### src/rtl/sd_block_arbiter.sv
// Two-client arbiter for the single hps_io SD block channel: captures one request per
// client, grants round-robin and sequences one block transfer with an ack timeout.
module sd_block_arbiter #(
  parameter logic [23:0] TIMEOUT = 24'd12_000_000,
  parameter int          LBA_W   = 32
) (
  input  logic             CLK_VIDEO,
  input  logic             reset,
  input  logic [LBA_W-1:0] i_req0_lba,
  input  logic             i_req0_rd,
  input  logic             i_req0_wr,
  output logic             o_req0_busy,
  output logic             o_req0_done,
  output logic             o_req0_err,
  input  logic [LBA_W-1:0] i_req1_lba,
  input  logic             i_req1_rd,
  input  logic             i_req1_wr,
  output logic             o_req1_busy,
  output logic             o_req1_done,
  output logic             o_req1_err,
  output logic [LBA_W-1:0] o_sd_lba,
  output logic             o_sd_rd,
  output logic             o_sd_wr,
  input  logic             i_sd_ack,
  output logic             o_owner,
  output logic             o_active,
  output logic [2:0]       o_dbg_state
);

  typedef enum logic [2:0] {
    S_IDLE     = 3'd0,
    S_ISSUE    = 3'd1,
    S_WAIT_ACK = 3'd2,
    S_XFER     = 3'd3,
    S_DONE     = 3'd4
  } state_t;

  state_t           r_state, w_next;
  logic             r_req0_rd_q, r_req0_wr_q, r_req1_rd_q, r_req1_wr_q;
  logic [1:0]       r_pend, r_dir;
  logic [LBA_W-1:0] r_lba0, r_lba1, r_sd_lba;
  logic             r_rr, r_owner, r_err, r_ack_q, r_sd_rd, r_sd_wr;
  logic [23:0]      r_cnt;

  logic w_rise0_rd, w_rise1_rd, w_cap0, w_cap1, w_grant, w_tmo, w_done0, w_done1;

  // Client protocol: a rising edge on rd or wr is a request and is accepted only while
  // busy is low; busy then stays high until the single-cycle done pulse of that request.
  assign w_rise0_rd = i_req0_rd & ~r_req0_rd_q;
  assign w_rise1_rd = i_req1_rd & ~r_req1_rd_q;
  assign w_cap0     = (w_rise0_rd | (i_req0_wr & ~r_req0_wr_q)) & ~o_req0_busy;
  assign w_cap1     = (w_rise1_rd | (i_req1_wr & ~r_req1_wr_q)) & ~o_req1_busy;
  assign w_grant    = (r_pend == 2'b11) ? ~r_rr : r_pend[1];
  assign w_tmo      = (r_cnt == TIMEOUT - 24'd1);

  always_ff @(posedge CLK_VIDEO) begin
    if (reset) r_state <= S_IDLE;
    else       r_state <= w_next;
  end

  always_comb begin
    w_next = r_state;
    case (r_state)
      S_IDLE:     if (|r_pend) w_next = S_ISSUE;
      S_ISSUE:    w_next = S_WAIT_ACK;
      S_WAIT_ACK: if (i_sd_ack) w_next = S_XFER;
                  else if (w_tmo) w_next = S_DONE;
      S_XFER:     if (r_ack_q && !i_sd_ack) w_next = S_DONE;
      S_DONE:     w_next = S_IDLE;
      default:    w_next = S_IDLE;
    endcase
  end

  always_comb begin
    w_done0     = (r_state == S_DONE) && !r_owner;
    w_done1     = (r_state == S_DONE) && r_owner;
    o_req0_done = w_done0;
    o_req1_done = w_done1;
    o_req0_err  = w_done0 & r_err;
    o_req1_err  = w_done1 & r_err;
    o_req0_busy = r_pend[0] & ~w_done0;
    o_req1_busy = r_pend[1] & ~w_done1;
    o_active    = (r_state != S_IDLE);
    o_dbg_state = r_state;
  end

  always_ff @(posedge CLK_VIDEO) begin
    if (reset) begin
      r_req0_rd_q <= 1'b0;
      r_req0_wr_q <= 1'b0;
      r_req1_rd_q <= 1'b0;
      r_req1_wr_q <= 1'b0;
      r_pend      <= '0;
      r_dir       <= '0;
      r_lba0      <= '0;
      r_lba1      <= '0;
      r_sd_lba    <= '0;
      r_sd_rd     <= 1'b0;
      r_sd_wr     <= 1'b0;
      r_rr        <= 1'b0;
      r_owner     <= 1'b0;
      r_err       <= 1'b0;
      r_ack_q     <= 1'b0;
      r_cnt       <= '0;
    end else begin
      r_req0_rd_q <= i_req0_rd;
      r_req0_wr_q <= i_req0_wr;
      r_req1_rd_q <= i_req1_rd;
      r_req1_wr_q <= i_req1_wr;
      r_ack_q     <= i_sd_ack;
      // A new capture in the DONE cycle wins over clearing the finished request.
      if (w_cap0) begin
        r_pend[0] <= 1'b1;
        r_lba0    <= i_req0_lba;
        r_dir[0]  <= ~w_rise0_rd;
      end else if (w_done0) begin
        r_pend[0] <= 1'b0;
      end
      if (w_cap1) begin
        r_pend[1] <= 1'b1;
        r_lba1    <= i_req1_lba;
        r_dir[1]  <= ~w_rise1_rd;
      end else if (w_done1) begin
        r_pend[1] <= 1'b0;
      end
      case (r_state)
        S_IDLE: if (|r_pend) begin
          r_owner <= w_grant;
          r_err   <= 1'b0;
        end
        S_ISSUE: begin
          r_sd_lba <= r_owner ? r_lba1 : r_lba0;
          r_sd_rd  <= ~r_dir[r_owner];
          r_sd_wr  <= r_dir[r_owner];
          r_cnt    <= '0;
        end
        S_WAIT_ACK: begin
          if (i_sd_ack) begin
            r_sd_rd <= 1'b0;
            r_sd_wr <= 1'b0;
          end else if (w_tmo) begin
            r_sd_rd <= 1'b0;
            r_sd_wr <= 1'b0;
            r_err   <= 1'b1;
          end else begin
            r_cnt <= r_cnt + 24'd1;
          end
        end
        S_DONE:  r_rr <= r_owner;
        default: ;
      endcase
    end
  end

  assign o_sd_lba = r_sd_lba;
  assign o_sd_rd  = r_sd_rd;
  assign o_sd_wr  = r_sd_wr;
  assign o_owner  = r_owner;

endmodule
### config.mk
export PLATFORM = sky130hd
export DESIGN_NAME = sd_block_arbiter
export DESIGN_NICKNAME = d
export VERILOG_FILES = /design/src/rtl/sd_block_arbiter.sv
export SDC_FILE = /design/constraint.sdc
export NUM_CORES = 1
export LEC_CHECK = 0
export BUFFER_PORTS_ARGS = -buffer_cell sky130_fd_sc_hd__buf_2
export CORE_MARGIN = 10
export CORE_UTILIZATION = 35
export CTS_CLUSTER_DIAMETER = 50
export DETAILED_ROUTE_END_ITERATION = 8
export GPL_ROUTABILITY_DRIVEN = 1
export PLACE_DENSITY = 0.59
export SLEW_MARGIN = 20
export SYNTH_ARGS = -nofsm -noshare
export SYNTH_HDL_FRONTEND = slang
export SYNTH_SLANG_ARGS = --single-unit
### constraint.sdc
create_clock -name CLK_VIDEO -period 3.9 [get_ports CLK_VIDEO]
set_input_delay 0.39 -clock CLK_VIDEO [delete_from_list [all_inputs] [get_ports CLK_VIDEO]]
set_output_delay 0.39 -clock CLK_VIDEO [all_outputs]
set_load 0.05 [all_outputs]
==> results of run 1 <==
-- synthesized netlist by cell type (all sizes together), types with 4 or more instances --
library cell,count,area share [%]
nor2,49,3.3
inv,12,0.80
a211oi,36,4.9
nand2b,6,0.66
and4,4,0.62
buf,28,2.4
dfxtp,137,49
and2,4,0.49
o21ai,14,1.2
nand3,10,0.89
mux2i,34,6.0
nor3,6,0.62
nor4,5,0.66
a41oi,4,0.62
a21oi,82,7.3
nand2,150,10
nor2b,8,0.89
clkbuf,22,1.5
a31oi,15,1.7
nand4,13,1.6
and3,8,0.89
-- worst paths after layout --
kind / to
worst max-delay path: r_lba0[18]$_SDFFE_PP0P_
worst min-delay path: r_req1_rd_q$_SDFF_PP0_
worst max register to register: r_lba0[18]$_SDFFE_PP0P_
worst min register to register: r_lba1[14]$_SDFFE_PP0P_
-- metrics by stage --
| step | util (%) | worst slack (ns) | hold WS, ns | power [uW] |
|---|---|---|---|---|
| after detailed placement | 40.1 | 1.48 | 0.446 | 2220 |
| final | 43.9 | 1.51 | 0.202 | 3810 |
| after CTS | 43.8 | 1.45 | 0.172 | 3870 |
| after floorplan | - | 0.452 | 0.436 | 2050 |
| after global placement | 40.1 | 1.55 | 0.442 | 2220 |
| after global routing | 43.9 | 1.26 | 0.202 | 3980 |
-- area by class of cell --
class,instances,share of cell area (%)
clock buffers,20,6.43
clock inverters,11,2.11
inverters,12,0.649
multi-input cells,477,38.1
flip-flops and latches,137,39.5
well taps,216,3.89
repair buffers,123,9.25
-- kinds of logic after synthesis --
| family | after synthesis |
|---|---|
| AND/OR/NAND/NOR | 274 |
| buffers and inverters | 62 |
| adder cells (fa/ha/maj) | 1 |
| multiplexers | 34 |
| AO/OA/AOI/OAI | 168 |
| flip-flops | 137 |
-- metal layers --
metal	global-route usage, %	vias to the layer above	wire, um
met4	4.66	2	157
met2	21.2	125	6860
met5	0	-	8
li1	-	2558	-
met1	18.8	2329	7460
met3	5.71	17	1140
-- power by group through the flow --
| stage | combinational [uW] | clock, uW | sequential, uW |
|---|---|---|---|
| global placement | 632 | 0 | 1590 |
| global route | 684 | 1720 | 1580 |
| detailed placement | 634 | 0 | 1590 |
| finish | 627 | 1620 | 1560 |
| floorplan | 305 | 0 | 1740 |
| CTS | 636 | 1670 | 1560 |
-- worst reg2reg max path: cells and delay by family, from the launching register on --
kind,cells,cell delay (ns)
flip-flops,1,0.31
AO/OA/AOI/OAI,2,0.51
buffers and inverters,3,0.77
AND/OR/NAND/NOR,2,0.73
-- state kept, by name, summed over array words and instances, names as in the netlist, 2 cells and up --
| signal | count |
|---|---|
| r_lba1 | 32 |
| r_pend | 2 |
| r_lba0 | 32 |
| o_sd_lba | 32 |
| o_dbg_state | 3 |
| r_cnt | 24 |
| r_dir | 2 |
==> out/results.ini, run 1 <==
[setup_path]
startpoint_type=flop
path_delay_family=buffers and inverters
critPathKind=flop to flop
r2r_slack_ns=1.51
path_buf_inv=3
cp-end-kind=flop
worstPathArrival_ns=2.73
cp.required_ns=4.24
reg2regPathDepth=7
crit_fanout=37
crit_start=o_owner$_SDFFE_PP0P_
r2r-start=o_owner$_SDFFE_PP0P_
cp_common_cell=buf_4
cp_slowest_cell=nor2_2
critical_path_depth=7
crit_path_cell_trace=buf_4, o21ai_1, inv_2, nor2_2, buf_4, nand2_1, a21oi_1
critPathMaxStageDelay_ns=0.64

[drt]
drt_iter0_drc=304
drt_first_pass_iters=5
remaining_drc_errors=0
wl_per_cell_um=15.7
vias=5031
final_antenna_net_count=0
totalWireLength_um=15600
viasPerCell=5.05

[job]
max_cap_viol_count=0

[finish]
multiInputGateArea_mm2=0.00265
syn2layout_area_growth_pct=22.9
final_net_count=840
fillers=1615
mostFrequentLayoutCells=150 x nand2_1, 136 x dfxtp_1, 114 x buf_2, 82 x a21oi_1, 47 x nor2_1
fin_area_mm2=0.00694
layout_commonest_cell=nand2_1
seq_area_mm2=0.00274
layoutNonFillerInstCount=996
n_antenna_cell=0
drive_gt1_share_pct=21.3

[clock_tree]
clk_pin_slew_ns=0.06
post_cts_buffers=0
cts-hold-fix-buffers=0
worstSkewPairLatency_ns=0.42
cts.sinks=137
cts_tree=done
post_cts_resized=0
cts_root_buf=clkbuf_16
clk_path_buf_depth=2
cts-buffers-inserted=17
htreeDepth=4

[die]
die-area_mm2=0.0216
start_util_pct=35.7
coreArea_mm2=0.0158
die_y_um=147
pin_count=116
dieWidth_um=147
num_rows=46

[sta]
rsz0062_at_grt=false
period_needed_ns=2.39
setup_tns_ns=0
worstMarginPinSlew_ns=0.877
fmax_ghz=0.419
relSlewSlack_pct=41.3
fin_skew_ns=0.00845
finalMaxSlewViolations=0
finalSetupViolCount=0
hold_viol=0
period_share_pct=61.2

[synth]
yosys_warnings=0
synth_xor_area_share_pct=0
yosysSeqAreaShare_pct=48.6
synth_cell_types=53
synth_edf_count=0
synth_area_per_cell_um2=8.35
synth_fa_ha_area_share_pct=0.222
synth-main-ff-cell=dfxtp_1
synth.mux.area_fraction_pct=6.03
async_reset_ff_share_pct=0
synth_fp_nets=748
syn-cell-area_mm2=0.00565
synth-compound-area-share_pct=18.2
synthSimpleGateAreaFrac_pct=22.3
synth_top_family_by_area=simple AND/OR/NAND/NOR gates
synth-seq-cells=137
netlist_instances=676

[hold_path]
hold_path_depth=2
min_from=i_req1_rd
holdCritPathClass=primary input to flop

[power]
p_leak_uw=0.00275
power_frac_comb_pct=16.5
switchingPower_uw=1110
clkPwrFrac_pct=42.6
switching_share_pct=29.1
p_seq_share_pct=41.0
p_per_area_mw_per_mm2=549
cellInternalPower_uw=2700
peakVddDrop_uv=351

[global_route]
grt_pass1_vias=4835
antenna_found_initial=2
grt.total_usage_pct=14.4
overflow=0
grt_max_degree=109
grt_pass1_wl_um=25400

[placement]
hpwlAfterDp_um=10500
dp.cells=965
numPortBuffers=115
gp_congestion=0.788
placed_area_mm2=0.00634

[outcome]
status=finished clean

Power figures use the tool's default switching activity.
==> run 2: changes to the inputs <==
clock period = 2.2 ns   (was 3.9 ns; I/O delays follow)
==> run 2 against run 1 <==
  * Fmax increased by 18%
  * First-iteration DRC count increased by 3.6%
  * Non-clock buffer count is 14 higher
  * Wire length fell by 0.77%
  * Combinational power increased by 82%
  * Sequential share of layout area down 0.68 points
==> out/results.ini, run 2 (synthesis gave the netlist of run 1 again) <==
[sta]
period_share_pct=92.1  ; +31 points
finalMaxSlewViolations=0  ; unchanged
finalSetupViolCount=0  ; unchanged
worstMarginPinSlew_ns=0.527  ; -0.350 ns
fmax_ghz=0.494  ; +18%
fin_skew_ns=0.00617  ; -0.00228 ns
period_needed_ns=2.03  ; -0.360 ns
relSlewSlack_pct=64.9  ; +24 points
hold_viol=0  ; unchanged
setup_slack_ns=0.174  ; -1.34 ns

[hold_path]
holdCritPathClass=primary input to flop

[drt]
totalWireLength_um=15500  ; -0.77%
drt_first_pass_iters=4  ; -1
viasPerCell=4.95  ; -1.9%
vias=5008  ; -0.46%
wl_per_cell_um=15.3  ; -2.2%
final_antenna_net_count=0  ; unchanged
drt_iter0_drc=315  ; +3.6%
remaining_drc_errors=0  ; unchanged

[finish]
layout_commonest_cell=nand2_1
mostFrequentLayoutCells=150 x nand2_1, 133 x dfxtp_1, 114 x buf_2, 82 x a21oi_1, 47 x nor2_1
drive_gt1_share_pct=23.4  ; +2.1 points
fin_area_mm2=0.00707  ; +1.9%
syn2layout_area_growth_pct=25.3
final_net_count=854  ; +1.7%

[global_route]
top_usage_layer=met2
grt.total_usage_pct=14.2  ; -0.17 points
antenna_found_initial=2  ; unchanged
grt_max_degree=97  ; -11%
grt_pass1_vias=4767  ; -1.4%
grt_use_met1_pct=17.9  ; -0.83 points
grt_util_met2_pct=21.4  ; +0.20 points
grt_use_met3_pct=5.50  ; -0.21 points
overflow=0  ; unchanged
grt_pass1_wl_um=25000  ; -1.5%

[placement]
hpwlAfterDp_um=10400  ; -0.97%
dp_slack_ns=0.204  ; -1.27 ns
placed_area_mm2=0.00651  ; +2.6%
gp_congestion=0.866  ; +9.8%
numPortBuffers=115  ; unchanged

[setup_path]
r2r_slack_ns=0.17  ; -1.34 ns
worstPathArrival_ns=2.33  ; -0.40 ns
cp.required_ns=2.51  ; -1.73 ns
startpoint_type=flop
cp-end-kind=flop
critPathKind=flop to flop
crit_fanout=10  ; -73%

[clock_tree]
cts_root_buf=clkbuf_16
cts-hold-fix-buffers=0  ; unchanged
clk_pin_slew_ns=0.06  ; about the same
worstSkewPairLatency_ns=0.42  ; about the same
cts_tree=done
cts.sinks=137  ; unchanged
post_cts_buffers=0  ; unchanged
htreeDepth=4  ; unchanged
cts-buffers-inserted=17  ; unchanged
clk_path_buf_depth=2  ; unchanged

[power]
cellInternalPower_uw=4590  ; +70%
p_leak_uw=0.00282  ; +2.7%
peakVddDrop_uv=563  ; +60%
power_frac_comb_pct=17.4  ; +0.9 points
switching_share_pct=30.2  ; +1.1 points
clkPwrFrac_pct=40.3  ; -2.3 points
p_per_area_mw_per_mm2=928  ; +69%
p_seq_share_pct=42.3  ; +1.3 points
switchingPower_uw=1980  ; +78%

[die]
coreArea_mm2=0.0158  ; unchanged
die_y_um=147  ; unchanged
num_rows=46  ; unchanged
dieWidth_um=147  ; unchanged
die-area_mm2=0.0216  ; unchanged
pin_count=116  ; unchanged
start_util_pct=35.7  ; unchanged

[job]
max_cap_viol_count=0  ; unchanged

[outcome]
status=finished clean

[run 2: cell count changes in the layout (fill, tap and decap cells not counted), sizes merged]
| cell | previous run | this run |
|---|---|---|
| buf | 123 | 137 |
| bufinv | 3 | 1 |
| clkinv | 5 | 6 |
| clkinvlp | 2 | 4 |
| diode | 0 | 1 |
| inv | 13 | 12 |
[run 2: critical path, stage by stage, from the launching register on]
cell,delay [ns]
dfxtp_1,0.41
ha_1,0.25
nand3_1,0.26
nor3_4,0.28
a211oi_2,0.12
buf_4,0.18
and3_1,0.16
a221o_1,0.26
[run 2: per-layer routing]
layer | part of all wire, % | routed length, um | vias up
met1 | 47 | 7320 | 2279
met5 | 0.071 | 11 | -
met2 | 44 | 6900 | 111
li1 | - | - | 2590
met3 | 6.1 | 953 | 26
met4 | 2.1 | 327 | 2
[run 2: power groups by stage]
stage	combinational [uW]	clock, uW	sequential (uW)
2_1_floorplan	547	0	3090
3_3_place_gp	1150	0	2820
3_5_place_dp	1160	0	2830
4_1_cts	1160	2690	2780
5_1_grt	1250	2820	2800
6_report	1140	2650	2770
[run 2: stage by stage]
| stage | setup TNS (ns) | cells | hold slack [ns] | util, % | total power, uW |
|---|---|---|---|---|---|
| after floorplan | 0 | 676 | 0.348 | - | 3640 |
| after global placement | 0 | 979 | 0.441 | 41.1 | 3980 |
| after detailed placement | 0 | 979 | 0.446 | 41.1 | 3990 |
| after CTS | 0 | 1010 | 0.00882 | 44.6 | 6630 |
| after global routing | -0.00458 | 1010 | 0.0176 | 44.7 | 6870 |
| final | 0 | 1011 | 0.0147 | 44.7 | 6570 |
[run 2: final timing paths]
path                                             start                     end  cells past startpoint
worst max-delay path             r_cnt[0]$_SDFFE_PP0P_  r_cnt[19]$_SDFFE_PP0P_                      7
worst min-delay path                         i_req1_rd  r_req1_rd_q$_SDFF_PP0_                      2
worst max register to register   r_cnt[0]$_SDFFE_PP0P_  r_cnt[19]$_SDFFE_PP0P_                      7
worst min register to register  r_lba0[1]$_SDFFE_PP0P_  r_lba0[1]$_SDFFE_PP0P_                      2
[run 2: cell type report]
| type | instances | area [um2] |
|---|---|---|
| Inverter | 12 | 45.0 |
| Clock inverter | 11 | 101 |
| Sequential cell | 137 | 2750 |
| Antenna cell | 1 | 2.50 |
| Fill cell | 1580 | 8750 |
| Multi-Input combinational cell | 477 | 2680 |
| Clock buffer | 20 | 447 |
| Timing Repair Buffer | 137 | 781 |
| Tap cell | 216 | 270 |
[run 2: timing repair]
action                                  in CTS  in global routing
endpoints found under the setup margin       0                  1
hold endpoints to repair                     0                  0
gates resized for setup                      0                  2
==> run 3: changes to the inputs <==
PLACE_DENSITY = 0.54   (was 0.59)
==> run 3 against run 2 <==
  * Register-to-register slack barely moved
  * Wire length rose by 7.2%
  * Clock power rose by 18%
  * Setup slack improved by 0.0057 ns
  * Cell count rose by 1.6%
  * Clock-buffer cell count rose by 2
  * Die area did not move
  * Total power rose by 7.4%
  * Combinational power barely moved
  * Global-route usage rose by 1.1 points
  * Sequential power barely moved
  * Via count rose by 3.1%
  * Critical path type unchanged
  * Largest power group is now the clock network
==> out/results.ini, run 3 (synthesis gave the netlist of run 1 again) <==
[power]
peakVddDrop_uv=582  ; +3.3%
power_frac_comb_pct=16.6  ; -0.8 points
cellInternalPower_uw=5060  ; +10%
p_total_uw=7050  ; +7.4%
p_seq_share_pct=39.2  ; -3.1 points
switchingPower_uw=1990  ; +0.43%
clkPwrFrac_pct=44.3  ; +4.0 points
p_leak_uw=0.00296  ; +5.1%
switching_share_pct=28.2  ; -2.0 points
p_per_area_mw_per_mm2=968  ; +4.3%

[sta]
period_share_pct=91.8  ; -0.26 points
finalSetupViolCount=0  ; unchanged
setup_tns_ns=0  ; unchanged
relSlewSlack_pct=49.5  ; -15 points
rsz0062_at_grt=false
hold_viol=0  ; unchanged
finalMaxSlewViolations=0  ; unchanged
fin_skew_ns=0.00864  ; +0.00247 ns
fmax_ghz=0.495  ; +0.28%
worstMarginPinSlew_ns=0.757  ; +0.230 ns
period_needed_ns=2.02  ; -0.00565 ns

[global_route]
overflow=0  ; unchanged
grt_pass1_wl_um=27000  ; +8.1%
grt_max_degree=71  ; -27%
grt.total_usage_pct=15.3  ; +1.1 points
antenna_found_initial=2  ; unchanged
grt_pass1_vias=5285  ; +11%

[placement]
hpwlAfterDp_um=11500  ; +10%
numPortBuffers=115  ; unchanged
gp_congestion=0.841  ; -2.9%

[finish]
mostFrequentLayoutCells=149 x nand2_1, 133 x dfxtp_1, 114 x buf_2, 82 x a21oi_1, 47 x nor2_1
final_util_pct=46.0  ; +1.3 points
layout_commonest_cell=nand2_1
syn2layout_area_growth_pct=29.0
drive_gt1_share_pct=25.4  ; +2.0 points
final_net_count=869  ; +1.8%

[die]
die-area_mm2=0.0216  ; unchanged
die_y_um=147  ; unchanged
num_rows=46  ; unchanged
dieWidth_um=147  ; unchanged
start_util_pct=35.7  ; unchanged
pin_count=116  ; unchanged
coreArea_mm2=0.0158  ; unchanged

[setup_path]
worstPathArrival_ns=2.35  ; +0.02 ns
cp-end-kind=flop
startpoint_type=flop
cp.required_ns=2.53  ; +0.02 ns
critPathKind=flop to flop
crit_fanout=14  ; +4

[drt]
viasPerCell=5.03  ; +1.5%
drt_iter0_drc=247  ; -22%
final_antenna_net_count=0  ; unchanged
wl_per_cell_um=16.2  ; +5.5%
remaining_drc_errors=0  ; unchanged
vias=5163  ; +3.1%
drt_first_pass_iters=4  ; unchanged
totalWireLength_um=16600  ; +7.2%

[hold_path]
holdCritPathClass=primary input to flop

[clock_tree]
post_cts_buffers=0  ; unchanged
cts.sinks=137  ; unchanged
cts-buffers-inserted=17  ; unchanged
clk_path_buf_depth=2  ; unchanged
cts_tree=done
worstSkewPairLatency_ns=0.41  ; about the same
cts_root_buf=clkbuf_16
clk_pin_slew_ns=0.06  ; about the same
htreeDepth=4  ; unchanged

[job]
max_cap_viol_count=0  ; unchanged

[outcome]
status=finished clean

run 3: cell types whose count changed in the layout (fill, tap and decap cells not counted), sizes merged:
cell	previous run	this run
bufinv	1	4
clkinv	6	5
buf	137	151
clkinvlp	4	1
a211oi	36	37
clkbuf	20	22
run 3: through the flow:
stage                     worst slack (ns)  hold slack (ns)  area, um2  std cells
after floorplan                     0.0230            0.348       5670        676
after global placement              -0.168            0.441       6580        993
after detailed placement            0.0352            0.446       6590        993
after CTS                           0.0300           0.0196       7240       1025
after global routing                0.0239           0.0295       7280       1026
final                                0.180           0.0382       7280       1027
run 3: power groups by stage:
stage | sequential [uW] | combinational, uW | clock (uW)
floorplan | 3090 | 547 | 0
global placement | 2810 | 1160 | 0
detailed placement | 2810 | 1180 | 0
CTS | 2760 | 1180 | 3190
global route | 2780 | 1280 | 3300
finish | 2760 | 1170 | 3120
run 3: path summary, 6_finish.rpt:
check	slack, ns	cells past startpoint	endpoint	start
setup reg to reg	0.18	6	r_cnt[6]$_SDFFE_PP0P_	r_cnt[23]$_SDFFE_PP0P_
hold reg to reg	0.45	2	r_lba1[13]$_SDFFE_PP0P_	r_lba1[13]$_SDFFE_PP0P_
hold / removal	0.04	3	r_lba0[12]$_SDFFE_PP0P_	i_req0_lba[12]
setup / recovery	0.18	6	r_cnt[6]$_SDFFE_PP0P_	r_cnt[23]$_SDFFE_PP0P_
run 3: worst max-delay path: stages (launching register included):
cell      delay, ns
dfxtp_1        0.37
nor4bb_1       0.35
and4_1         0.37
buf_4          0.17
a211o_4        0.18
nand2_2        0.22
a31oi_1        0.27
run 3: metal layers:
layer  global-route usage (%)  vias up  wire [um]
met5                        0        -          7
met4                     5.35        2        225
met3                     4.88       19        936
met2                     25.1      127       7870
met1                     18.4     2399       7590
li1                         -     2616          -
run 3: layout make-up:
cell class              count  area (um2)
clock inverters            10         164
clock buffers              22         494
repair buffers            151         848
inverters                  12        45.0
diodes                      1        2.50
fillers                  1547        8540
multi-input cells         478        2710
flip-flops and latches    137        2750
well taps                 216         270
run 3: what timing repair did:
item,in CTS,in global routing
setup endpoints to repair,0,17
hold buffers,0,0
gates resized for setup,0,5
